==> src/rtl/flash_rom_loader.sv <==
// flash_rom_loader: boot loader copying a flash image from spi_block into RAM, holding the CPU in reset until done.
// Optional checksum verification enabled by defining FLASH_ROM_LOADER_CHECKSUM_EN.
module flash_rom_loader #(
  parameter logic [23:0] FLASH_ADDR = 24'h000000,
  parameter logic [15:0] LOAD_BASE  = 16'hA000,
  parameter logic [15:0] LOAD_LEN   = 16'h2000,
  parameter logic [15:0] TIMEOUT    = 16'hFFFF
`ifdef FLASH_ROM_LOADER_CHECKSUM_EN
  , parameter logic [7:0] EXP_SUM   = 8'h00
`endif
) (
  input  logic        clk,
  input  logic        reset,
  input  logic        start,
  output logic        spi_start,
  output logic [23:0] spi_addr,
  input  logic [7:0]  spi_byte,
  input  logic        spi_byte_valid,
  output logic        spi_byte_ready,
  output logic        spi_end,
  output logic [15:0] ram_addr,
  output logic [7:0]  ram_data,
  output logic        ram_we,
  output logic        busy,
  output logic        done,
  output logic        error,
  output logic        cpu_hold
`ifdef FLASH_ROM_LOADER_CHECKSUM_EN
  , output logic [7:0] sum_out
`endif
);
  localparam logic [2:0] S_IDLE   = 3'd0;
  localparam logic [2:0] S_CMD    = 3'd1;
  localparam logic [2:0] S_WAIT   = 3'd2;
  localparam logic [2:0] S_WRITE  = 3'd3;
  localparam logic [2:0] S_FINISH = 3'd4;
  localparam logic [2:0] S_DONE   = 3'd5;
  localparam logic [2:0] S_FAIL   = 3'd6;
  logic [2:0]  state_q, state_d;
  logic [15:0] cnt_q, cnt_d, tmo_q, tmo_d, addr_q, addr_d;
  logic [7:0]  data_q, data_d;
  logic        fent_q, fent_d;
`ifdef FLASH_ROM_LOADER_CHECKSUM_EN
  logic [7:0]  sum_q, sum_d;
  assign sum_out = sum_q;
`endif
  always_comb begin
    state_d = state_q;
    cnt_d   = cnt_q;
    tmo_d   = tmo_q;
    addr_d  = addr_q;
    data_d  = data_q;
    fent_d  = 1'b0;
`ifdef FLASH_ROM_LOADER_CHECKSUM_EN
    sum_d   = sum_q;
`endif
    case (state_q)
      S_IDLE, S_DONE, S_FAIL: state_d = start ? S_CMD : state_q;
      S_CMD: begin
        cnt_d   = '0;
        tmo_d   = '0;
        addr_d  = LOAD_BASE;
`ifdef FLASH_ROM_LOADER_CHECKSUM_EN
        sum_d   = '0;
`endif
        state_d = S_WAIT;
      end
      S_WAIT: begin
        if (spi_byte_valid) begin
          data_d  = spi_byte;
          state_d = S_WRITE;
        end else begin
          tmo_d   = tmo_q + 16'd1;
          fent_d  = (tmo_d == TIMEOUT);
          state_d = fent_d ? S_FAIL : S_WAIT;
        end
      end
      S_WRITE: begin
        cnt_d   = cnt_q + 16'd1;
`ifdef FLASH_ROM_LOADER_CHECKSUM_EN
        sum_d   = sum_q + data_q;
`endif
        if (cnt_d == LOAD_LEN) begin
          state_d = S_FINISH;
        end else begin
          addr_d  = addr_q + 16'd1;
          tmo_d   = '0;
          state_d = S_WAIT;
        end
      end
`ifdef FLASH_ROM_LOADER_CHECKSUM_EN
      S_FINISH: state_d = (sum_q == EXP_SUM) ? S_DONE : S_FAIL;
`else
      S_FINISH: state_d = S_DONE;
`endif
      default: state_d = S_IDLE;
    endcase
  end
  always_ff @(posedge clk or negedge reset) begin
    if (!reset) begin
      state_q <= S_IDLE;
      cnt_q   <= '0;
      tmo_q   <= '0;
      addr_q  <= LOAD_BASE;
      data_q  <= '0;
      fent_q  <= 1'b0;
`ifdef FLASH_ROM_LOADER_CHECKSUM_EN
      sum_q   <= '0;
`endif
    end else begin
      state_q <= state_d;
      cnt_q   <= cnt_d;
      tmo_q   <= tmo_d;
      addr_q  <= addr_d;
      data_q  <= data_d;
      fent_q  <= fent_d;
`ifdef FLASH_ROM_LOADER_CHECKSUM_EN
      sum_q   <= sum_d;
`endif
    end
  end
  // spi_end in FAIL only on a timeout entry; a checksum failure already pulsed it in FINISH
  assign spi_start      = (state_q == S_CMD);
  assign spi_addr       = FLASH_ADDR;
  assign spi_byte_ready = (state_q == S_WAIT);
  assign spi_end        = (state_q == S_FINISH) || (state_q == S_FAIL && fent_q);
  assign ram_addr       = addr_q;
  assign ram_data       = data_q;
  assign ram_we         = (state_q == S_WRITE);
  assign busy           = (state_q == S_CMD) || (state_q == S_WAIT) || (state_q == S_WRITE) || (state_q == S_FINISH);
  assign done           = (state_q == S_DONE);
  assign error          = (state_q == S_FAIL);
  assign cpu_hold       = (state_q != S_DONE);
endmodule

==> config.mk <==
export PLATFORM = sky130hd
export DESIGN_NAME = flash_rom_loader
export DESIGN_NICKNAME = d
export VERILOG_FILES = /design/src/rtl/flash_rom_loader.sv
export SDC_FILE = /design/constraint.sdc
export NUM_CORES = 1
export LEC_CHECK = 0
export BUFFER_PORTS_ARGS = -buffer_cell sky130_fd_sc_hd__buf_2
export CAP_MARGIN = 20
export CORE_MARGIN = 2
export CORE_UTILIZATION = 44
export DETAILED_ROUTE_END_ITERATION = 10
export GPL_TIMING_DRIVEN = 0
export PLACE_DENSITY = 0.66
export SLEW_MARGIN = 30
export SYNTH_ARGS = -nofsm -noshare
export SYNTH_HDL_FRONTEND = slang
export SYNTH_SLANG_ARGS = --single-unit
==> constraint.sdc <==
create_clock -name clk -period 4.5 [get_ports clk]
set_input_delay 0.9 -clock clk [delete_from_list [all_inputs] [get_ports clk]]
set_output_delay 0.9 -clock clk [all_outputs]
set_load 0.1 [all_outputs]
# ---- Word level (Yosys, flattened, before mapping)
# Cells that the tools add are included.
dict set report totals {
  register_bits 60
  latch_bits 0
  ram_bits 0
  rom_bits 0
  memories 0
}
dict set report classes {
  n_addsub 3
  multipliers 0
  div 0
  order_cmp 0
  n_eq_ne 12
  shift 0
  muxes 13
  bitwise_logic 0
  n_reduce_logical 12
}
# op n
set op_table {}
lappend op_table {{$pmux W16 S2} 2}
lappend op_table {{$add A16 B1 Y16 const B} 3}
lappend op_table {{$mux W16} 3}
lappend op_table {{$pmux W16 S3} 1}
lappend op_table {{$eq A16 B14 Y1 const B} 1}
lappend op_table {{$eq A16 B16 Y1 const B} 1}
lappend op_table {{$pmux W3 S5} 1}
lappend op_table {{$mux W3} 4}
lappend op_table {{$eq A3 B3 Y1 const B} 3}
lappend op_table {{$eq A3 B2 Y1 const B} 2}
lappend op_table {{$ne A2 B2 Y1 const B} 3}
lappend op_table {{$logic_or A1 B1 Y1} 4}
lappend op_table {{$reduce_and A2 Y1} 2}
lappend op_table {{$eq A3 B1 Y1 const B} 1}
lappend op_table {{$logic_not A3 Y1} 1}
lappend op_table {{$ne A3 B3 Y1 const B} 1}
lappend op_table {{$reduce_and A3 Y1} 1}
lappend op_table {{$reduce_bool A3 Y1} 1}
lappend op_table {{$reduce_or A3 Y1} 1}
lappend op_table {{$mux W1} 2}
lappend op_table {{$reduce_bool A2 Y1} 1}
lappend op_table {{$logic_and A1 B1 Y1} 1}

# ---- Longest topological paths before layout
dict set report logic_depth {
  word_depth 5
  depth_mapped 10
  depth_no_buf 8
}

# ---- Worst setup path before layout
# OpenSTA, ideal clock, no wires.
dict set report synth_path {
  path_type {flip-flop to output port}
  start {register state_q[1]}
  end {output error}
  t_arrival_ps 2858
  required_ps 3600
  path_slack_ps 742
  stages_incl_launch_ff 5
  path_buffers 2
  path_cell_list {dfrtp_1 clkbuf_1 inv_1 clkbuf_1 nor3_1}
}
dict set report synth_between {
  elab_chain_cells 1
}
# element line_no
set synth_rtl {}
lappend synth_rtl {{start, declared} 39} ;# logic [2:0] state_q, state_d;
lappend synth_rtl {{start signal, assigned} 111} ;# state_q <= state_d;
lappend synth_rtl {{$eq A3 B3 Y1} 132} ;# assign error = (state_q == S_FAIL);
lappend synth_rtl {{end, declared} 26} ;# output logic error,
# No other way between the ends.

# ---- Final worst setup path
dict set report layout_path {
  start {register state_q[0]}
  end {output ram_we}
}
dict set report layout_between {
  elab_chain_cells 1
}
# element line_no
set layout_rtl {}
lappend layout_rtl {{$eq A3 B2 Y1} 129} ;# assign ram_we = (state_q == S_WRITE);
lappend layout_rtl {{end, declared} 23} ;# output logic ram_we,
# No other way between the ends.

==> metrics.txt <==
Tot GR Track Use 0.2081; Routed WL 9.657 mm; crit end category primary output; DIE HEIGHT 98.86 um; Hold Buf Count CTS 0; crit path kind register to primary output; Synth area leader dfrtp_1; final std cells w/o fill 646; Slew @ Worst Pin 0.7815 ns; Starting Density 0.4539; FF-to-FF path depth 8; # nets final 551; initial antenna violation count 0; final setup violation count 0; Fillers 834; Power Total 0.002254 W; first-pass GRT wire length 16.72 mm; synthesized area 3959 um2; Seq/Total Area, Yosys 0.3799; DRC violation count after routing 0; core footprint 8721 um2; largest net degree at the start of global routing 61; status complete, no violations; total grt overflow 0; Pre-antenna DRT Iters 5; crit path cell chain clkbuf_1, inv_1, nor2_1, nand2_1, inv_1, buf_2; CP arrival 2.56 ns; Synth area leaders dfrtp_1 37%, nand2_1 5.5%, buf_4 4.7%, a21oi_1 3.3%, nand3_1 2.9%; reg-to-reg slack, setup 1.50 ns; Seq cells post-synth 60; Reg clk slew, reported paths 0.07 ns; Crit path top cell by count inv_1; H-tree Lvls 3; n_diodes 0; Post-DP Area 4398 um2; CP Data Required Time 3.60 ns; crit-path max FO 10; WHS Path Cells 1; final period utilization 0.7699; Hold Path Sink ram_data[5]; YS warnings 0; Root Driver clkbuf_8; ys async rst share 1.000; Max Fclk 288.6 MHz; final setup TNS 0 ns; area of the die 9772 um2; Clock Skew 0.008432 ns; number of synthesized flops with an enable pin 0; FP Rows 34; vias in the first global route 3455; layout cells sized above 1 0.2193; worst vdd ir 0.0002820 V; HP Start ram_data[5]; DP HPWL 6.749 mm; GP Congestion 0.8660; max-slew violations 0; syn_area_per_cell 8.663 um2; Final ANT Viol Nets 0; pre-CTS WS 1.407 ns; startpoint types register; CTS tree yes; Pwr Density 487.6 nW/um2; TritonCTS Sinks 60; die width 98.86 um; # IOs 68; Yosys cell types 67; Setup Buffers After CTS 0; Lkg Pwr 2.074 nW; Worst R2R End tmo_q[12]; slowest stage delay, CP 0.62 ns; CTS max path bufs 2; Tmin final 3.465 ns; Via density 5.678; register area 1504 um2; FF-to-FF Start cnt_q[0]; Post-synth top flop dfrtp_1; clock latency on the worst-skew pair 0.35 ns; Slowest cell on crit path nor2_1; multi-input logic area 2198 um2; Vias 3668; max_cap viols 0; placed insts 631; RSZ-0062 raised after global routing false; CTS buffer count 9; drt initial violations 228; Gate Count Post-Synth 457; Slew headroom 0.4771; Final WS setup 1.035 ns; Synth top area share 0.3666; IO buf count 43; Final Hold Fails 0; Final Instance Area 4622 um2; Layout area overhead 16.75%; post-CTS resize count 0; post-DR wirelength/cell 14.95 um; HP Class register to register
==> critical path: cells and delay by family (launching register included) <==
kind	cells	cell delay, ns
buffers and inverters	4	1.08
and+or+nand+nor	2	0.82
DFF	1	0.32
==> through the flow <==
stage	hold slack, ns	util
global route	0.5265	0.5300
floorplan	0.4613	-
detailed placement	0.4908	0.5043
CTS	0.5170	0.5300
finish	0.5116	0.5300
global placement	0.4881	0.5040
==> registers in the layout, indices dropped and copies added (netlist names) <==
register / flops
cnt_q: 16
ram_addr: 16
tmo_q: 16
ram_data: 8
state_q: 3
fent_q: 1
==> per-layer routing <==
| layer | routed length, um | up-vias | track usage |
|---|---|---|---|
| met5 | 0 | - | 0 |
| met1 | 4314 | 1750 | 0.2825 |
| met2 | 4602 | 126 | 0.3389 |
| met3 | 621 | 13 | 0.03475 |
| li1 | - | 1779 | - |
| met4 | 119 | 0 | 0.06955 |
==> cells by family after synthesis <==
kind of cell	count (synthesis)	share of synthesized area
AOI/OAI and AO/OA	119	0.2184
xor gates and xnor gates	11	0.02434
adders and majority gates	5	0.01580
buffers and inverters	62	0.08660
DFF	60	0.3799
muxes	15	0.04046
other	1	0.0009473
and+or+nand+nor	184	0.2336
==> worst max path at each step <==
stage               startpoint      to  slack (ns)  depth (start not counted)
floorplan           state_q[1]   error        0.74                          4
global placement    state_q[0]  ram_we        1.43                          6
detailed placement  state_q[0]  ram_we        1.41                          6
CTS                 state_q[0]  ram_we        1.03                          6
global route        state_q[0]  ram_we        0.86                          6
finish              state_q[0]  ram_we        1.04                          6
==> final cells by class <==
type / count / area share
multi-input combinational: 358 / 0.4756
sequential: 60 / 0.3254
buffer: 52 / 0.06605
timing repair buffer: 43 / 0.04710
clock buffer: 11 / 0.03276
tap: 108 / 0.02924
clock inverter: 4 / 0.01570
inverter: 10 / 0.008121
==> power breakdown <==
part / switching (W) / total [W] / internal (W)
Clock: 0.000223 / 0.000561 / 0.000338
Combinational: 0.000735 / 0.000979 / 0.000244
Sequential: 0.0000912 / 0.000714 / 0.000622
Total: 0.00105 / 0.00225 / 0.00120
==> layout by cell type (no fill, tap or decap), types with 7 or more instances in the layout <==
cell	Yosys	final
a21oi_1	26	26
a31oi_1	11	11
a31oi_2	7	7
and3_1	11	11
buf_2	1	43
buf_4	25	26
clkbuf_1	23	23
clkbuf_8	0	11
conb_1	1	24
dfrtp_1	58	58
inv_1	10	10
mux2_2	8	8
mux2i_1	7	7
nand2_1	58	58
nand3_1	23	23
nand4_1	7	7
nor2_1	30	30
nor3_1	19	19
o21ai_0	19	19
o21ai_1	12	12
o311ai_1	10	10
xnor2_1	7	7
==> cells in the mapped netlist, drive strengths merged (2+ instances only) <==
cell,number
nand2b,7
nor2,31
a211oi,3
xnor2,7
nand4,7
buf,29
clkbuf,23
mux2,8
a31oi,18
or4,2
o31ai,4
nor2b,3
nand3,23
o211ai,3
ha,5
o21ai,31
nand2,58
dfstp,2
or3,3
and3,11
nor4,5
and4,4
inv,10
dfrtp,58
mux2i,7
nor3,19
a311oi,3
and2,4
a22o,4
a21oi,27
o21a,2
o311ai,10
xor2,4
o22ai,2
nand3b,3
Note: power is estimated with default switching activity, not from simulation.
